**config.mk**
```make
export PLATFORM = sky130hd
export DESIGN_NAME = bin_to_bcd_seq_flat
export DESIGN_NICKNAME = d
export VERILOG_FILES = /design/src/rtl/bin_to_bcd_seq_if.sv /design/src/rtl/bin_to_bcd_seq.sv /design/src/flat_wrapper.sv
export SDC_FILE = /design/constraint.sdc
export NUM_CORES = 1
export LEC_CHECK = 0
export CAP_MARGIN = 25
export CORE_UTILIZATION = 47
export CTS_BUF_LIST = sky130_fd_sc_hd__clkbuf_4 sky130_fd_sc_hd__clkbuf_8
export DETAILED_ROUTE_END_ITERATION = 10
export PLACE_DENSITY = 0.79
export SLEW_MARGIN = 30
export SYNTH_ARGS = -nofsm -noshare
export SYNTH_HDL_FRONTEND = slang
export SYNTH_SLANG_ARGS = --single-unit
```
**constraint.sdc**
```tcl
create_clock -name clock -period 4.32 [get_ports clock]
set_input_delay 0.648 -clock clock [delete_from_list [all_inputs] [get_ports clock]]
set_output_delay 0.648 -clock clock [all_outputs]
set_load 0.01 [all_outputs]
```
**src/rtl/bin_to_bcd_seq_if.sv**
```systemverilog
// Handshake and result bundle for the sequential binary-to-BCD converter.
interface bin_to_bcd_seq_if #(
  parameter int WIDTH  = 32,
  parameter int DIGITS = 8
);
  logic                  start;
  logic [WIDTH-1:0]      entrada;
  logic                  busy;
  logic                  done;
  logic [4*DIGITS-1:0]   bcd_out;
  logic                  overflow;

  modport master (
    output start, entrada,
    input  busy, done, bcd_out, overflow
  );

  modport slave (
    input  start, entrada,
    output busy, done, bcd_out, overflow
  );
endinterface

```
**src/rtl/bin_to_bcd_seq.sv**
```systemverilog
// Sequential double-dabble converter: one shift-and-add-3 iteration per clock.
// Results are published only at completion, so bcd_out/overflow never show
// partial values while a conversion is running.
module bin_to_bcd_seq #(
  parameter int WIDTH       = 32,
  parameter int DIGITS      = 8,
  parameter int FULL_DIGITS = 10
) (
  input  logic             clock,
  input  logic             reset,
  bin_to_bcd_seq_if.slave  bus
);

  localparam int CW = $clog2(WIDTH + 1);
  localparam int SW = 4 * FULL_DIGITS;

  typedef enum logic {
    IDLE = 1'b0,
    CONV = 1'b1
  } state_t;

  state_t               r_state;
  logic [WIDTH-1:0]     r_bin;
  logic [SW-1:0]        r_scratch;
  logic [CW-1:0]        r_count;
  logic                 r_busy;
  logic                 r_done;
  logic [4*DIGITS-1:0]  r_bcd;
  logic                 r_overflow;

  logic [SW-1:0]        w_adj;
  logic [SW-1:0]        w_next_scratch;

  // Add-3 correction on every digit >= 5, then shift in the next binary bit.
  always_comb begin
    w_adj = r_scratch;
    for (int unsigned d = 0; d < FULL_DIGITS; d++) begin
      if (r_scratch[4*d +: 4] >= 4'd5) begin
        w_adj[4*d +: 4] = r_scratch[4*d +: 4] + 4'd3;
      end
    end
    w_next_scratch = {w_adj[SW-2:0], r_bin[WIDTH-1]};
  end

  // Control FSM with registered outputs; done is a single-cycle strobe.
  always_ff @(posedge clock or posedge reset) begin
    if (reset) begin
      r_state    <= IDLE;
      r_bin      <= '0;
      r_scratch  <= '0;
      r_count    <= '0;
      r_busy     <= 1'b0;
      r_done     <= 1'b0;
      r_bcd      <= '0;
      r_overflow <= 1'b0;
    end else begin
      r_done <= 1'b0;
      case (r_state)
        IDLE: begin
          if (bus.start) begin
            r_bin     <= bus.entrada;
            r_scratch <= '0;
            r_count   <= '0;
            r_busy    <= 1'b1;
            r_state   <= CONV;
          end
        end
        CONV: begin
          r_scratch <= w_next_scratch;
          r_bin     <= {r_bin[WIDTH-2:0], 1'b0};
          r_count   <= r_count + CW'(1);
          if (r_count == CW'(WIDTH - 1)) begin
            r_bcd      <= w_next_scratch[4*DIGITS-1:0];
            r_overflow <= |w_next_scratch[SW-1:4*DIGITS];
            r_done     <= 1'b1;
            r_busy     <= 1'b0;
            r_state    <= IDLE;
          end
        end
        default: r_state <= IDLE;
      endcase
    end
  end

  assign bus.busy     = r_busy;
  assign bus.done     = r_done;
  assign bus.bcd_out  = r_bcd;
  assign bus.overflow = r_overflow;

endmodule

```
**src/flat_wrapper.sv**
```systemverilog
// flat-port wrapper written by rule: the top's interface ports become plain ports
module bin_to_bcd_seq_flat 
#(
  parameter int WIDTH       = 32,
  parameter int DIGITS      = 8,
  parameter int FULL_DIGITS = 10
)
  (clock, reset, bus_start, bus_entrada, bus_busy, bus_done, bus_bcd_out, bus_overflow);
  bin_to_bcd_seq_if #(.WIDTH(WIDTH), .DIGITS(DIGITS)) bus_i ();
  input  logic clock;
  input  logic reset;
  input wire logic [$bits(bus_i.start)-1:0] bus_start;
  input wire logic [$bits(bus_i.entrada)-1:0] bus_entrada;
  output wire logic [$bits(bus_i.busy)-1:0] bus_busy;
  output wire logic [$bits(bus_i.done)-1:0] bus_done;
  output wire logic [$bits(bus_i.bcd_out)-1:0] bus_bcd_out;
  output wire logic [$bits(bus_i.overflow)-1:0] bus_overflow;
  assign bus_i.start = bus_start;
  assign bus_i.entrada = bus_entrada;
  assign bus_busy = bus_i.busy;
  assign bus_done = bus_i.done;
  assign bus_bcd_out = bus_i.bcd_out;
  assign bus_overflow = bus_i.overflow;
  bin_to_bcd_seq #(.WIDTH(WIDTH), .DIGITS(DIGITS), .FULL_DIGITS(FULL_DIGITS)) u_core (.clock(clock), .reset(reset), .bus(bus_i));
endmodule
```
# After elaboration in Yosys (flattened, before gate mapping)
# Index checks and enable logic that the tools add are counted.
word_totals:
  elab_cells: 60
  output_inout_bits: 35
  regBits: 114
classes:
  addsub: 11
  reduce_logical: 3
  eq_ne: 3
  n_mux: 24
  bitwise: 1
  n_lt_le_gt_ge: 10
op_table:
  columns: ["op", "n"]
  rows:
  - ["case mux 40 bit (2 select lines)", 1]
  - ["case mux 32 bit (2 select lines)", 1]
  - ["greater-or-equal comparator 4 x 3 -> 1 bit (second input constant)", 10]
  - ["2-to-1 mux 40 bit", 1]
  - ["adder 4 x 2 -> 4 bit (second input constant)", 9]
  - ["2-to-1 mux 4 bit", 9]
  - ["2-to-1 mux 32 bit", 1]
  - ["case mux 6 bit (2 select lines)", 1]
  - ["OR reduction 8 bit", 1]
  - ["adder 6 x 1 -> 6 bit (second input constant)", 1]
  - ["equality test 6 x 5 -> 1 bit (second input constant)", 1]
  - ["2-to-1 mux 1 bit", 6]
  - ["2-to-1 mux 6 bit", 1]
  - ["!= test 2 bit (second input constant)", 2]
  - ["case mux 1 bit (2 select lines)", 2]
  - ["AND reduction 2 bit", 2]
  - ["adder 3 x 2 -> 3 bit (second input constant)", 1]
  - ["2-to-1 mux 3 bit", 1]
  - ["inverter 1 bit", 1]

# Depth between registers and ports, before layout
depth:
  word_depth: 3
  ltp_mapped: 7

# Least setup slack after synthesis
# Ideal clock, no wire load.
synth_timing:
  kind: "input-to-reg"
  start: "input port bus_start"
  end: "register u_core.r_bin[21]"
  cell_stages: 5
  required_time_ps: 4186
  setup_time_ps: 134
  path_slack_ps: 2499
  arrival_ps: 1687
  cell_sequence: "clkbuf_1 clkbuf_1 buf_2 mux2i_1 o21ai_0"
synth_between:
  elab_chain_cells: 1
synth_rtl:
  columns: ["item", "line_no", "rtl"]
  rows:
  - ["start, declared", "flat_wrapper.sv:12", "input wire logic [$bits(bus_i.start)-1:0] bus_start;"]
  - ["!= test 2 bit (no source line)", null, null]
  - ["end signal, assigned", "bin_to_bcd_seq.sv:61", "r_bin <= bus.entrada;"]
  - ["end signal, assigned", "bin_to_bcd_seq.sv:70", "r_bin <= {r_bin[WIDTH-2:0], 1'b0};"]
  - ["end, declared", "bin_to_bcd_seq.sv:23", "logic [WIDTH-1:0] r_bin;"]
# Every way passes these cells.
# A chain may end at the register's enable or synchronous reset.

# Worst setup path in the final report
layout_timing:
  start: "register u_core.r_state"
  end: "register u_core.r_bcd[25], in the netlist u_core.bus.bcd_out[25]"
layout_between:
  elab_chain_cells: 1
layout_rtl:
  columns: ["item", "line_no", "rtl"]
  rows:
  - ["start, declared", "bin_to_bcd_seq.sv:22", "state_t r_state;"]
  - ["start signal, assigned", "bin_to_bcd_seq.sv:48", "r_state <= IDLE;"]
  - ["start signal, assigned", "bin_to_bcd_seq.sv:65", "r_state <= CONV;"]
  - ["start signal, assigned", "bin_to_bcd_seq.sv:77", "r_state <= IDLE;"]
  - ["AND reduction 2 bit (no source line)", null, null]
  - ["end signal, assigned", "bin_to_bcd_seq.sv:73", "r_bcd <= w_next_scratch[4*DIGITS-1:0];"]
  - ["end, declared", "bin_to_bcd_seq.sv:28", "logic [4*DIGITS-1:0] r_bcd;"]
# Every way passes these cells.

==> impl_metrics.csv <==
group,metric,value,unit
run_status,outcome,"finished, violations left",
run_status,violations,"design-rule violations",
finish,final_util,58.97,%
logic_synthesis,synth_xor_area_share,1.715,%
floorplan,initial_core_util,48.77,%
drt,first_pass_iters,9,
grt,antenna_found_initial,0,
setup_path,rrSetupSlack,2110,ps
setup_path,required,4630,ps
drt,top_layer,"met4",
sta,min_period,2208,ps
min_path,hold_start,"u_core.r_bin[22]$_DFFE_PP0P_",
grt,grt_pass1_wl,18900,um
grt,grt_pass1_vias,4174,
sta,fin_ws,2112,ps
cts,cts-root-buf,"clkbuf_8",
logic_synthesis,ys_ff_latch,114,
setup_path,critPathLaunchType,"register",
logic_synthesis,synth_warnings,0,
finish,antenna_cells,0,
setup_path,crit_fanout,58,
logic_synthesis,synth_fa_ha_area_share,4.678,%
floorplan,dieHeight,111.3,um
logic_synthesis,synthSimpleGateAreaFrac,14.93,%
cts,numCtsBuffers,17,
power_and_ir_drop,seq_power_share,39.0,%
drt,avgRoutedWirePerCell,13.87,um
sta,tightestPinTransition,845.8,ps
logic_synthesis,synth_top_family_by_area,"simple AND/OR/NAND/NOR gates",
floorplan,die_w,111.3,um
logic_synthesis,synth_area,0.005617,mm^2
logic_synthesis,yosysTopAreaCell,"dfrtp_1",
cts,path_clk_slew,60,ps
cts,cts_resized,0,
cts,cts_setup_buffers,0,
sta,rsz0062_at_grt,"false",
floorplan,core_area,0.01152,mm^2
min_path,hold_depth,2,
logic_synthesis,yosys-top-cells-area,"dfrtp_1 (51%), mux2i_1 (7.5%), o21ai_0 (5.6%), ha_1 (4.7%), nand2_1 (4.4%)",
power_and_ir_drop,p_clk_share,18.6,%
min_path,hp-class,"register to register",
drt,wl_met2,5213,um
drt,m1WireLength,4781,um
drt,drt_wl_total,10740,um
setup_path,cp-end-kind,"register",
power_and_ir_drop,internal_power,0.003026,W
sta,drv_slew,0,
drt,routed-wl-met3,610,um
setup_path,path_class,"register to register",
floorplan,die-area,0.01239,mm^2
logic_synthesis,ys_types,25,
finish,syn_to_final_growth,20.92,%
finish,nNetsFinal,675,
logic_synthesis,ys_seq_area_share,50.79,%
setup_path,crit_arrival,2510,ps
power_and_ir_drop,switchingPower,0.001782,W
setup_path,reg2reg_to,"u_core.bus.bcd_out[25]$_DFFE_PP0P_",
drt,drc_errors,8,
cts,cts.htree.levels,4,
grt,overflow,0,
cts,cts_tree,"built",
logic_synthesis,synth_top_cell_area_share,50.79,%
min_path,hold_end,"u_core.r_bin[23]$_DFFE_PP0P_",
finish,finalNonFillerCells,774,
logic_synthesis,synthMuxAreaShare,11.09,%
placement,hpwl,7326,um
placement,port_buffers,69,
job,cap_violations,0,
logic_synthesis,syn_inst,555,
sta,fin_crit_sh,51.12,%
cts,hold_buffers,0,
finish,final_cell_mix,"dfrtp_1 (113), clkdlybuf4s50_1 (68), nand2_1 (66)",
cts,cts_sinks,114,
sta,setup-violations-final,0,
sta,fmax,452.8,MHz
grt,track_usage,19.05,%
logic_synthesis,synth-compound-area-share,13.23,%
finish,final_common_cell,"dfrtp_1",
drt,ant_nets,0,
sta,skew,9.612,ps
cts,clock_latency,420,ps
power_and_ir_drop,irDropWorstVdd,0.3088,mV
placement,place_congestion,0.7880,
cts,cts_max_path_buffers,2,
placement,dp_cells,742,
setup_path,rr_worst_depth,4,
floorplan,ios,70,
power_and_ir_drop,p_leak,3.093,nW
power_and_ir_drop,p_comb_share,42.3,%
sta,tns,0,ps
floorplan,rows,39,
placement,pre_cts_slack,1682,ps
power_and_ir_drop,p_per_area,707.9,mW/mm^2
logic_synthesis,synth_nets,611,
power_and_ir_drop,p_sw_share,37.06,%
finish,drive_above_1_share,9.350,%
grt,grt_max_degree,95,
setup_path,worstReg2RegStart,"u_core.r_state$_DFF_PP0_",
drt,drtIter0Drc,221,
drt,vias,4217,
drt,via_per_inst,5.448,
sta,relSlewSlack,43.41,%
logic_synthesis,avgSynthCellArea,10.12,um^2
sta,final_hold_viol_count,0,
-- stage by stage --
step / area, um^2 / hold WS [ps] / total power (W)
after global placement: 6420 / 462.9 / 0.003791
final: 6792 / 485.1 / 0.004808
after global routing: 6792 / 508.1 / 0.005224
after detailed placement: 6420 / 473.3 / 0.003924
after floorplan: 5617 / 449.2 / 0.003238
after CTS: 6784 / 483.4 / 0.004850
-- cells by family after synthesis --
family	count (synthesis)
AO/OA/AOI/OAI	135
flip-flops	114
adder cells (fa/ha/maj)	21
AND/OR/NAND/NOR	162
multiplexers	60
buffers and inverters	52
XOR/XNOR	11
-- sequential cells by signal, summed over array words and instances (netlist names) --
register / cells
u_core.r_count: 6
u_core.r_bin: 32
u_core.bus.bcd_out: 32
u_core.r_scratch: 40
u_core.r_state: 1
u_core.bus.overflow: 1
u_core.bus.done: 1
u_core.bus.busy: 1
-- cell type report --
cell class	instances	area (um^2)
multi-input combinational	389	2564
sequential	114	2856
clock inverter	5	25.02
tap	143	178.9
inverter	22	85.08
clock buffer	26	339.1
timing repair buffer	75	743.2
fill	970	4725
-- worst max-delay path, cell delays in order (launching register included) --
cell and delay, ps:
dfrtp_4 750, nand2_1 190, nor4b_4 500, buf_4 290, mux2_2 350
-- worst max-delay path by stage --
stage	startpoint	end	slack, ps	cells past startpoint
after floorplan	reset	u_core.bus.bcd_out[0]$_DFFE_PP0P_	660	1
after global placement	u_core.r_state$_DFF_PP0_	u_core.bus.overflow$_DFFE_PP0P_	1740	5
after detailed placement	u_core.r_state$_DFF_PP0_	u_core.bus.bcd_out[17]$_DFFE_PP0P_	1680	4
after CTS	u_core.r_state$_DFF_PP0_	u_core.bus.bcd_out[1]$_DFFE_PP0P_	1680	4
after global routing	u_core.r_state$_DFF_PP0_	u_core.bus.bcd_out[25]$_DFFE_PP0P_	1990	4
final	u_core.r_state$_DFF_PP0_	u_core.bus.bcd_out[25]$_DFFE_PP0P_	2110	4
-- power groups by stage --
stage               Clock (W)  Combinational (W)  Sequential [W]
global route         0.000979            0.00230         0.00195
floorplan                   0            0.00138         0.00186
detailed placement          0            0.00203         0.00189
CTS                  0.000924            0.00205         0.00187
finish               0.000896            0.00203         0.00188
global placement            0            0.00193         0.00186
-- synthesized netlist by cell type --
| cell type | count |
|---|---|
| nor2b_1 | 1 |
| o211ai_1 | 1 |
| mux2_2 | 18 |
| and3_1 | 1 |
| o32a_1 | 1 |
| a21oi_1 | 45 |
| nand2b_1 | 32 |
| mux2i_1 | 42 |
| buf_1 | 1 |
| nor3b_1 | 29 |
| o31ai_1 | 21 |
| nand3_1 | 11 |
| buf_2 | 4 |
| nand4_1 | 1 |
| inv_1 | 22 |
| nor4b_4 | 1 |
| o21ai_0 | 63 |
| dfrtp_1 | 114 |
| ha_1 | 21 |
| a21o_1 | 2 |
| nand2_1 | 66 |
| a31oi_1 | 2 |
| nor2_1 | 20 |
| xnor2_1 | 11 |
| clkbuf_1 | 25 |
-- routing by layer --
metal / GRT usage, % / up-vias
li1: - / 2052
met1: 23.18 / 2052
met2: 31.87 / 102
met3: 5.796 / 11
met4: 7.207 / 0
met5: 0 / -
(Power assumes the default switching activity.)
